### config.mk
export PLATFORM = sky130hd
export DESIGN_NAME = serial_adder
export DESIGN_NICKNAME = d
export VERILOG_FILES = /design/src/rtl/serial_adder.sv
export SDC_FILE = /design/constraint.sdc
export NUM_CORES = 1
export LEC_CHECK = 0
export CAP_MARGIN = 20
export CORE_MARGIN = 3
export CORE_UTILIZATION = 40
export DETAILED_ROUTE_END_ITERATION = 6
export GPL_TIMING_DRIVEN = 1
export PLACE_DENSITY_LB_ADDON = 0.2
export SYNTH_ARGS = -nofsm -noshare
export SYNTH_HDL_FRONTEND = slang
export SYNTH_SLANG_ARGS = --single-unit
### constraint.sdc
create_clock -name clk -period 4 [get_ports clk]
set_input_delay 0.8 -clock clk [delete_from_list [all_inputs] [get_ports clk]]
set_output_delay 0.8 -clock clk [all_outputs]
set_load 0.01 [all_outputs]
### src/rtl/serial_adder.sv
// serial_adder: bit-serial adder around one fa cell; define SERIAL_ADDER_SUB_EN to add a sub port for a - b
module fa (
  input  logic a,
  input  logic b,
  input  logic ci,
  output logic s,
  output logic co
);
  assign s  = a ^ b ^ ci;
  assign co = (a & b) | (ci & (a ^ b));
endmodule

module serial_adder #(
  parameter int WIDTH = 8
) (
  input  logic             clk,
  input  logic             reset_n,
  input  logic             start,
  input  logic [WIDTH-1:0] a,
  input  logic [WIDTH-1:0] b,
  input  logic             cin,
`ifdef SERIAL_ADDER_SUB_EN
  input  logic             sub,
`endif
  output logic             busy,
  output logic             done,
  output logic [WIDTH-1:0] sum,
  output logic             cout,
  output logic             overflow
);
  localparam int CW = $clog2(WIDTH);
  typedef enum logic [1:0] {IDLE, SHIFT, DONE} state_t;
  state_t state, nxt;
  logic [WIDTH-1:0] a_sr, b_sr, b_ld, sum_nx;
  logic [WIDTH-2:0] sum_sr;
  logic [CW-1:0] cnt;
  logic carry, c_ld, fa_s, fa_c, accept, last;
`ifdef SERIAL_ADDER_SUB_EN
  assign b_ld = sub ? ~b : b;
  assign c_ld = sub | cin;
`else
  assign b_ld = b;
  assign c_ld = cin;
`endif
  fa u_fa (.a(a_sr[0]), .b(b_sr[0]), .ci(carry), .s(fa_s), .co(fa_c));
  assign busy   = state == SHIFT;
  assign done   = state == DONE;
  assign accept = start && !busy;
  assign last   = busy && cnt == CW'(WIDTH - 1);
  assign sum_nx = {fa_s, sum_sr};
  always_comb begin
    nxt = busy ? (last ? DONE : SHIFT) : (start ? SHIFT : IDLE);
  end
  always_ff @(posedge clk or negedge reset_n) begin
    if (!reset_n) begin
      state    <= IDLE;
      a_sr     <= '0;
      b_sr     <= '0;
      sum_sr   <= '0;
      carry    <= 1'b0;
      cnt      <= '0;
      sum      <= '0;
      cout     <= 1'b0;
      overflow <= 1'b0;
    end else begin
      state <= nxt;
      if (accept) begin
        a_sr  <= a;
        b_sr  <= b_ld;
        carry <= c_ld;
        cnt   <= '0;
      end else if (busy) begin
        a_sr   <= a_sr >> 1;
        b_sr   <= b_sr >> 1;
        sum_sr <= sum_nx[WIDTH-1:1];
        carry  <= fa_c;
        cnt    <= cnt + 1'b1;
        // carry still holds the carry into the MSB on the final shift
        if (last) begin
          sum      <= sum_nx;
          cout     <= fa_c;
          overflow <= carry ^ fa_c;
        end
      end
    end
  end
endmodule
==> run summary, run 1 <==
========================================================================================================
Clk sink count ............................................................................           39
Clk Latency, worst-skew pair ..............................................................      0.28 ns
CP peak stage delay .......................................................................      0.57 ns
Total number of H-tree levels .............................................................            2
Number of vias per cell after detailed routing ............................................         4.92
P_leak ....................................................................................      1.06 nW
Layout area overhead ......................................................................        21.3%
Share of synthesized area occupied by flip-flops and latches ..............................        52.5%
Most frequent standard cell in the layout excluding fill and tap cells .................... sky130_fd_sc_hd__dfrtp_1
Min setup slack post-route ................................................................      1.67 ns
Element type at the critical path start ...................................................         flop
Cell type with the largest total area after synthesis ..................................... sky130_fd_sc_hd__dfrtp_1
Per-instance average area after synthesis .................................................     16.5 µm²
Rows ......................................................................................           24
Antenna fix cells .........................................................................            0
Final Hold Fails ..........................................................................            0
Remaining routing DRC violations ..........................................................            0
Maximum clock insertion buffer count ......................................................            2
Post-Route Setup TNS ......................................................................         0 ns
Worst setup skew after layout .............................................................   0.00735 ns
Required @ worst endpoint .................................................................      3.20 ns
Post-synth design cell area ...............................................................     1860 µm²
Routability Congestion ....................................................................        0.675
Outcome ...................................................................................    completed
Total CTS buffers .........................................................................            5
Via count of the first global-routing pass ................................................        1,074
Post-CTS clock slew at the launch and capture registers of the worst setup and hold paths .      0.06 ns
Top post-synthesis cells by area .......................................................... sky130_fd_sc_hd__dfrtp_1 52%, sky130_fd_sc_hd__mux2_4 26%, sky130_fd_sc_hd__mux2_2 10%
Number of post-CTS setup repair buffers ...................................................            0
Global router's overall resource usage ....................................................        13.1%
Max-Slew Margin vs Limit ..................................................................        42.3%
Area of the placeable core ................................................................     4410 µm²
CP endpoint kind ..........................................................................   output pin
Post-Syn Nets .............................................................................          136
First-iteration detailed-routing DRC count ................................................           42
Vias ......................................................................................          975
Root Buffer ............................................................................... sky130_fd_sc_hd__clkbuf_8
Cell-by-cell trace of the critical path ................................................... nand2b_1 -> inv_1 -> clkdlybuf4s50_1
Sum of net half-perimeters after detailed placement .......................................      2000 µm
Worst hold path class ..................................................................... flop to flop
Initial core utilization ..................................................................        42.1%
I/O pin total .............................................................................           32
Initial antenna violation count ...........................................................            0
DR pass1 iterations .......................................................................            2
Total die area ............................................................................     5510 µm²
Leading cell types in the layout, fill and taps excluded .................................. 39 x sky130_fd_sc_hd__dfrtp_1, 32 x sky130_fd_sc_hd__mux2_4, 30 x sky130_fd_sc_hd__clkdlybuf4s50_1
Data arrival time of the critical path ....................................................      1.53 ns
Post-cts resize count .....................................................................            0
Pin count of the biggest net entering global routing ......................................           40
End-of-flow core utilization ..............................................................        51.1%
Input/output buffers ......................................................................           31
Share of layout cells above drive strength 1 ..............................................        39.0%
Final ANT Viol Nets .......................................................................            0
Number of distinct standard cells referenced by the synthesized netlist ...................           14
Final min period ..........................................................................      2.33 ns
Synth Warn # ..............................................................................            0
Chip height ...............................................................................      74.2 µm
Number of nets in the layout ..............................................................          170
Slew Limit Fails ..........................................................................            0
Kind of critical path ..................................................................... flop to output pin
Number of endpoints failing setup at the final stage ......................................            0
Routed wire length ........................................................................      3020 µm
Max-cap viol count ........................................................................            0
Number of standard cells after synthesis ..................................................          113
Hold-fix buffers at CTS ...................................................................            0
Grt total ovfl ............................................................................            0
Peak VDD IR ...............................................................................     0.249 mV
Maximum fanout count along the critical path ..............................................            4
Slew at the pin with the worst max-slew slack .............................................     0.865 ns
Register bit count reported by yosys ......................................................           39
Post-detailed-route wirelength per cell ...................................................      15.2 µm
Yosys top cell area share .................................................................        52.5%
TritonCTS clock tree ......................................................................          yes
Achievable clock frequency ................................................................    0.430 GHz
CP max stage cell ......................................................................... sky130_fd_sc_hd__clkdlybuf4s50_1
Horizontal die dimension ..................................................................      74.2 µm
Unrepaired setup endpoints after global routing ...........................................           no
Portion of the clock cycle consumed by the worst path in the final layout .................        58.1%
Global-route wire length before repair ....................................................      5240 µm
Power per standard cell area ..............................................................   712 nW/µm²
Post-placement setup slack ................................................................      1.66 ns
Total power draw ..........................................................................      1.61 mW
========================================================================================================
-- cell usage after synthesis (all sizes together) --
| master | number |
|---|---|
| dfrtp | 39 |
| xor2 | 1 |
| nor2b | 3 |
| fa | 1 |
| nand2b | 2 |
| inv | 3 |
| buf | 6 |
| ha | 2 |
| nor2 | 2 |
| mux2 | 49 |
| nand3b | 1 |
| mux2i | 4 |
-- logic make-up after synthesis --
| group | synth area share (%) |
|---|---|
| mux | 38.3 |
| simple gates | 2.49 |
| fa+ha+maj | 2.42 |
| buf+inv | 3.90 |
| xor+xnor | 0.471 |
| flops | 52.5 |
-- metrics by stage --
step                      std cells  hold slack, ns  cell area (µm²)
after floorplan                 113           0.453             1860
after global placement          192           0.467             2180
after detailed placement        192           0.496             2180
after CTS                       198           0.505             2260
after global routing            198           0.522             2260
final                           198           0.502             2260
-- worst paths after layout --
path	to	slack, ns	start	cells past startpoint
worst max-delay path	busy	1.67	state[1]	3
worst min-delay path	cnt[0]	0.50	cnt[0]	1
worst max register to register	sum[2]	2.29	cnt[0]	4
worst min register to register	cnt[0]	0.50	cnt[0]	1
max in group asynchronous	state[0]	2.82	reset_n	1
min in group asynchronous	b_sr[0]	0.63	reset_n	1
-- sequential cells by signal, indices dropped and copies added, names as in the netlist --
signal and count:
b_sr 8, state 2, sum_sr 7, cout 1
sum 8, carry 1, a_sr 8, overflow 1
cnt 3
-- per-layer routing --
| layer | up-vias | wire [µm] | share of wire (%) | track usage [%] |
|---|---|---|---|---|
| met1 | 496 | 1380 | 46 | 17.4 |
| met3 | 4 | 145 | 4.8 | 4.46 |
| met2 | 19 | 1450 | 48 | 19.2 |
| met5 | - | 0 | 0 | 0 |
| met4 | 0 | 44 | 1.5 | 6.04 |
| li1 | 456 | - | - | - |
-- worst max-delay path, delay by kind of cell, from the launching register on --
kind | cells | cell delay, ns
and+or+nand+nor | 1 | 0.15
DFF | 1 | 0.38
buffers and inverters | 2 | 0.73
-- power breakdown --
group,switching [mW],internal [mW],total (mW)
logic,0.233,0.465,0.697
clock network,0.120,0.116,0.236
registers,0.102,0.571,0.674
-- area by class of cell --
class	count	area, µm²
Multi-Input combinational cell	65	812
Timing Repair Buffer	33	320
Tap cell	52	65.1
Inverter	3	11.3
Sequential cell	39	976
Fill cell	379	2160
Clock buffer	6	72.6
(Power assumes the default switching activity.)
==> run 2, diff against run 1 <==
==> constraint.sdc (replaced) <==
create_clock -name clk -period 2.3 [get_ports clk]
set_input_delay 0.46 -clock clk [delete_from_list [all_inputs] [get_ports clk]]
set_output_delay 0.46 -clock clk [all_outputs]
set_load 0.01 [all_outputs]
==> run 2 against run 1 <==
Net effect:
- global-route usage down 0.83 points
- count of clock-buffer cells in the layout unchanged
- final area up 2.6%
- core utilization up 1.3 points
- first-iteration DRC count down 21%
- sequential share of layout area down 1.1 points
- wire length unchanged
- highest routed layer unchanged
==> run summary, run 2 (synthesized netlist as in run 1, its figures left out) <==
========================================================================================================
Grt total ovfl ............................................................................            0
Total CTS buffers .........................................................................            5
Data arrival time of the critical path ....................................................      1.56 ns
Slew at the pin with the worst max-slew slack .............................................     0.879 ns
P_leak ....................................................................................      1.09 nW
CP endpoint kind ..........................................................................   output pin
Slew Limit Fails ..........................................................................            0
Power per standard cell area ..............................................................  1280 nW/µm²
Hold-fix buffers at CTS ...................................................................            0
CP Launch Point ...........................................................................     state[1]
Vias ......................................................................................          976
Kind of critical path ..................................................................... flop to output pin
Outcome ...................................................................................    completed
Portion of the clock cycle consumed by the worst path in the final layout .................        87.9%
Area taken by flip-flops and latches ......................................................      976 µm²
I/O pin total .............................................................................           32
Path depth of the worst reg2reg path ......................................................            4
Initial antenna violation count ...........................................................            0
Antenna fix cells .........................................................................            0
Maximum clock insertion buffer count ......................................................            2
Final Hold Fails ..........................................................................            0
Root Buffer ............................................................................... sky130_fd_sc_hd__clkbuf_8
Clk Latency, worst-skew pair ..............................................................      0.29 ns
Routed wire length ........................................................................      3020 µm
Pin count of the biggest net entering global routing ......................................           40
Total area of multi-input combinational cells .............................................      812 µm²
Number of vias per cell after detailed routing ............................................         4.88
Input/output buffers ......................................................................           31
Total number of H-tree levels .............................................................            2
Max-cap viol count ........................................................................            0
Leading cell types in the layout, fill and taps excluded .................................. 39 x sky130_fd_sc_hd__dfrtp_1, 32 x sky130_fd_sc_hd__mux2_4, 30 x sky130_fd_sc_hd__clkdlybuf4s50_1
Instance area after placement .............................................................     2200 µm²
Rows ......................................................................................           24
Maximum fanout count along the critical path ..............................................            4
Crit path capture .........................................................................         busy
Initial core utilization ..................................................................        42.1%
Max-Slew Margin vs Limit ..................................................................        41.4%
Global router's overall resource usage ....................................................        12.2%
Global-route wire length before repair ....................................................      4970 µm
Number of post-CTS setup repair buffers ...................................................            0
Post-Route Setup TNS ......................................................................         0 ns
Via count of the first global-routing pass ................................................          990
Required @ worst endpoint .................................................................      1.84 ns
Unrepaired setup endpoints after global routing ...........................................           no
Worst hold path class ..................................................................... primary input to asynchronous set/reset pin
Clk sink count ............................................................................           39
Achievable clock frequency ................................................................    0.494 GHz
Worst setup skew after layout .............................................................   0.00548 ns
Post-CTS clock slew at the launch and capture registers of the worst setup and hold paths .      0.08 ns
Area of the placeable core ................................................................     4410 µm²
Largest registers ranked by flip-flop count ............................................... a_sr: 8 flops, b_sr: 8 flops, sum: 8 flops
Design Area, Final ........................................................................     2310 µm²
Post-cts resize count .....................................................................            0
Element type at the critical path start ...................................................         flop
Number of endpoints failing setup at the final stage ......................................            0
Most frequent standard cell in the layout excluding fill and tap cells .................... sky130_fd_sc_hd__dfrtp_1
Remaining routing DRC violations ..........................................................            0
Share of layout cells above drive strength 1 ..............................................        40.5%
DR pass1 iterations .......................................................................            4
Filler cell count .........................................................................          370
Horizontal die dimension ..................................................................      74.2 µm
Final ANT Viol Nets .......................................................................            0
Total die area ............................................................................     5510 µm²
Sum of net half-perimeters after detailed placement .......................................      1990 µm
Routability Congestion ....................................................................        0.680
Worst reg2reg startpoint ..................................................................       cnt[0]
Post-detailed-route wirelength per cell ...................................................      15.1 µm
TritonCTS clock tree ......................................................................          yes
Chip height ...............................................................................      74.2 µm
Number of nets in the layout ..............................................................          170
Endpoint of the worst-slack reg-to-reg timing path ........................................       sum[0]
Layout area overhead ......................................................................        24.4%
Peak VDD IR ...............................................................................     0.477 mV
Reg-to-reg setup timing slack .............................................................      0.59 ns
First-iteration detailed-routing DRC count ................................................           33
Final min period ..........................................................................      2.02 ns
========================================================================================================
run 2: cell count changes in the layout (fill, tap and decap cells not counted), sizes merged:
cell    change
clkinv      +1
bufinv      +1
run 2: worst max-delay path: stages, from the launching register on:
cell,delay (ns)
sky130_fd_sc_hd__dfrtp_1,0.38
sky130_fd_sc_hd__nand2b_1,0.16
sky130_fd_sc_hd__inv_1,0.16
sky130_fd_sc_hd__clkdlybuf4s50_1,0.57
run 2: cell type report:
cell class | instances | area share (%)
Inverter | 3 | 0.486
Clock buffer | 6 | 3.57
Clock inverter | 2 | 1.51
Multi-Input combinational cell | 65 | 35.1
Sequential cell | 39 | 42.2
Timing Repair Buffer | 33 | 14.4
Tap cell | 52 | 2.81
run 2: per-layer routing:
metal	wire length, µm	global-route usage (%)
met2	1440	17.6
met1	1380	17.2
met3	142	2.97
met5	0	0
met4	63	6.04
run 2: worst min path at each step:
stage	from	end	slack (ns)	cells past startpoint
after global routing	reset_n	sum[6]	0.36	1
after global placement	cnt[0]	cnt[0]	0.47	1
after CTS	reset_n	sum_sr[4]	0.32	1
after floorplan	reset_n	a_sr[0]	0.16	0
after detailed placement	cnt[0]	cnt[0]	0.48	1
final	reset_n	sum[4]	0.29	1
run 2: stage by stage:
stage | cells | power [mW] | setup slack (ns) | util [%] | hold WS (ns)
final | 200 | 2.97 | 0.278 | 52.4 | 0.287
after global routing | 200 | 3.16 | 0.192 | 52.4 | 0.360
after CTS | 200 | 3.02 | 0.252 | 52.4 | 0.321
after detailed placement | 192 | 2.42 | 0.400 | 49.8 | 0.481
after global placement | 192 | 2.38 | 0.413 | 49.8 | 0.467
after floorplan | 113 | 2.07 | 0.790 | - | 0.164
run 2: power by group:
group          internal, mW  switching [mW]
Combinational         0.810           0.409
Clock                 0.351           0.233
Sequential            0.992           0.173
Total                  2.15           0.816
==> run 3, diff against run 2 <==
--- a/config.mk
+++ b/config.mk
@@ -7,9 +7,10 @@
 export LEC_CHECK = 0
 export CAP_MARGIN = 20
 export CORE_MARGIN = 3
-export CORE_UTILIZATION = 40
+export CORE_UTILIZATION = 49
 export DETAILED_ROUTE_END_ITERATION = 6
 export GPL_TIMING_DRIVEN = 1
+export MAX_ROUTING_LAYER = met4
 export PLACE_DENSITY_LB_ADDON = 0.2
 export SYNTH_ARGS = -nofsm -noshare
 export SYNTH_HDL_FRONTEND = slang
==> run 3 against run 2 <==
Net effect:
- setup slack improved by 0.035 ns
- hold slack got worse by 0.0057 ns
- fmax grew 1.8%
- clock skew down 0.00087 ns
- sequential share of layout area hardly changed
- final area up 0.11%
- power grew 3.9%
- critical path type unchanged
- critical endpoint unchanged
==> run summary, run 3 (synthesized netlist as in run 1, its figures left out) <==
========================================================================================================
Share of layout cells above drive strength 1 ..............................................        40.3%
Final Hold Fails ..........................................................................            0
Largest registers ranked by flip-flop count ............................................... a_sr: 8 flops, b_sr: 8 flops, sum: 8 flops
Kind of critical path ..................................................................... flop to output pin
Unrepaired setup endpoints after global routing ...........................................           no
Outcome ...................................................................................    completed
Layout area overhead ......................................................................        24.5%
First-iteration detailed-routing DRC count ................................................           51
Internal power ............................................................................      2.24 mW
Global router's overall resource usage ....................................................        16.9%
Vias ......................................................................................          978
Data arrival time of the critical path ....................................................      1.53 ns
Clk Latency, worst-skew pair ..............................................................      0.29 ns
Power per standard cell area ..............................................................  1330 nW/µm²
Slew at the pin with the worst max-slew slack .............................................     0.854 ns
Final min period ..........................................................................      1.99 ns
Peak VDD IR ...............................................................................     0.695 mV
Max-cap viol count ........................................................................            0
Routability Congestion ....................................................................        0.677
Remaining routing DRC violations ..........................................................            0
Post-Route Setup TNS ......................................................................         0 ns
Leading cell types in the layout, fill and taps excluded .................................. 39 x sky130_fd_sc_hd__dfrtp_1, 32 x sky130_fd_sc_hd__mux2_4, 30 x sky130_fd_sc_hd__clkdlybuf4s50_1
Area of the placeable core ................................................................     3490 µm²
Total net switching power .................................................................       842 µW
Chip height ...............................................................................      67.6 µm
Required @ worst endpoint .................................................................      1.84 ns
Total number of H-tree levels .............................................................            2
Initial antenna violation count ...........................................................            0
Hold-fix buffers at CTS ...................................................................            0
Post-CTS clock slew at the launch and capture registers of the worst setup and hold paths .      0.07 ns
DR pass1 iterations .......................................................................            4
Achievable clock frequency ................................................................    0.503 GHz
Final ANT Viol Nets .......................................................................            0
Routed wire length ........................................................................      3140 µm
Switch share ..............................................................................        27.3%
Hold slack ................................................................................     0.281 ns
Share of power burned in registers ........................................................        38.2%
Sum of net half-perimeters after detailed placement .......................................      2070 µm
Portion of the clock cycle consumed by the worst path in the final layout .................        86.4%
Filler cell count .........................................................................          271
Number of endpoints failing setup at the final stage ......................................            0
Worst reg2reg startpoint ..................................................................       cnt[0]
Met1 demand-to-capacity share in global routing ...........................................        22.0%
TritonCTS clock tree ......................................................................          yes
Maximum clock insertion buffer count ......................................................            2
Number of post-CTS setup repair buffers ...................................................            0
Element type at the critical path start ...................................................         flop
Post-cts resize count .....................................................................            0
Part of the power in the clock network ....................................................        21.4%
Slew Limit Fails ..........................................................................            0
Global-route wire length before repair ....................................................      5520 µm
Met3 demand-to-capacity share in global routing ...........................................        4.16%
Grt total ovfl ............................................................................            0
Rows ......................................................................................           21
Input/output buffers ......................................................................           31
Via count of the first global-routing pass ................................................        1,112
Met2 track demand over resource in global routing .........................................        24.9%
Horizontal die dimension ..................................................................      67.6 µm
End-of-flow core utilization ..............................................................        66.3%
Logic pwr share ...........................................................................        40.4%
Total die area ............................................................................     4570 µm²
Antenna fix cells .........................................................................            0
Maximum fanout count along the critical path ..............................................            4
Most utilized layer in the global route result ............................................         met2
P_leak ....................................................................................      1.09 nW
Number of vias per cell after detailed routing ............................................         5.02
Pin count of the biggest net entering global routing ......................................           40
Total CTS buffers .........................................................................            5
Endpoint of the worst-slack reg-to-reg timing path ........................................       sum[2]
Worst setup skew after layout .............................................................   0.00461 ns
Max-Slew Margin vs Limit ..................................................................        43.1%
CP endpoint kind ..........................................................................   output pin
Root Buffer ............................................................................... sky130_fd_sc_hd__clkbuf_8
Number of nets in the layout ..............................................................          171
Initial core utilization ..................................................................        53.2%
Clk sink count ............................................................................           39
Worst hold path class ..................................................................... primary input to asynchronous set/reset pin
Reg-to-reg setup timing slack .............................................................      0.56 ns
Post-detailed-route wirelength per cell ...................................................      16.1 µm
I/O pin total .............................................................................           32
Path depth of the worst reg2reg path ......................................................            4
Most frequent standard cell in the layout excluding fill and tap cells .................... sky130_fd_sc_hd__dfrtp_1
========================================================================================================
-- run 3: changes by cell type in the layout (fill, tap and decap cells not counted), sizes merged --
cell    previous run  this run
buf                3         4
bufinv             1         2
clkinv             1         0
-- run 3: power groups by stage --
stage	Sequential, mW	Combinational [mW]	Clock, mW
finish	1.18	1.25	0.662
global placement	1.17	1.22	0
floorplan	1.18	0.893	0
CTS	1.18	1.27	0.677
global route	1.23	1.35	0.705
detailed placement	1.19	1.26	0
-- run 3: how the worst max path moves through the flow --
stage	from	endpoint	slack, ns	cells after the start
floorplan	cnt[0]	cout	0.79	5
global placement	start	a_sr[0]	0.43	4
detailed placement	start	a_sr[1]	0.42	4
CTS	state[1]	busy	0.29	3
global route	state[1]	busy	0.22	3
finish	state[1]	busy	0.31	3
-- run 3: per-layer routing --
| metal | routed length, µm | part of all wire [%] |
|---|---|---|
| met4 | 45 | 1.4 |
| met2 | 1550 | 49 |
| met3 | 144 | 4.6 |
| met1 | 1400 | 45 |
| met5 | 0 | 0 |
-- run 3: area by class of cell --
type	instances	area (µm²)	area share (%)
sequential	39	976	42.1
multi-input combinational	65	812	35.0
timing repair buffer	34	328	14.1
clock buffer	6	72.6	3.13
clock inverter	2	60.1	2.59
tap	46	57.6	2.48
inverter	3	11.3	0.486
-- run 3: through the flow --
| step | power, mW | worst slack (ns) | cell area [µm²] | cells |
|---|---|---|---|---|
| 2_1_floorplan | 2.07 | 0.790 | 1860 | 113 |
| 3_3_place_gp | 2.39 | 0.434 | 2180 | 187 |
| 3_5_place_dp | 2.44 | 0.425 | 2180 | 187 |
| 4_1_cts | 3.13 | 0.287 | 2320 | 195 |
| 5_1_grt | 3.28 | 0.224 | 2320 | 195 |
| 6_report | 3.09 | 0.313 | 2320 | 195 |
-- run 3: worst max-delay path, cell delays in order, from the launching register on --
cell	delay, ns
sky130_fd_sc_hd__dfrtp_1	0.40
sky130_fd_sc_hd__nand2b_1	0.16
sky130_fd_sc_hd__inv_1	0.13
sky130_fd_sc_hd__clkdlybuf4s50_1	0.56
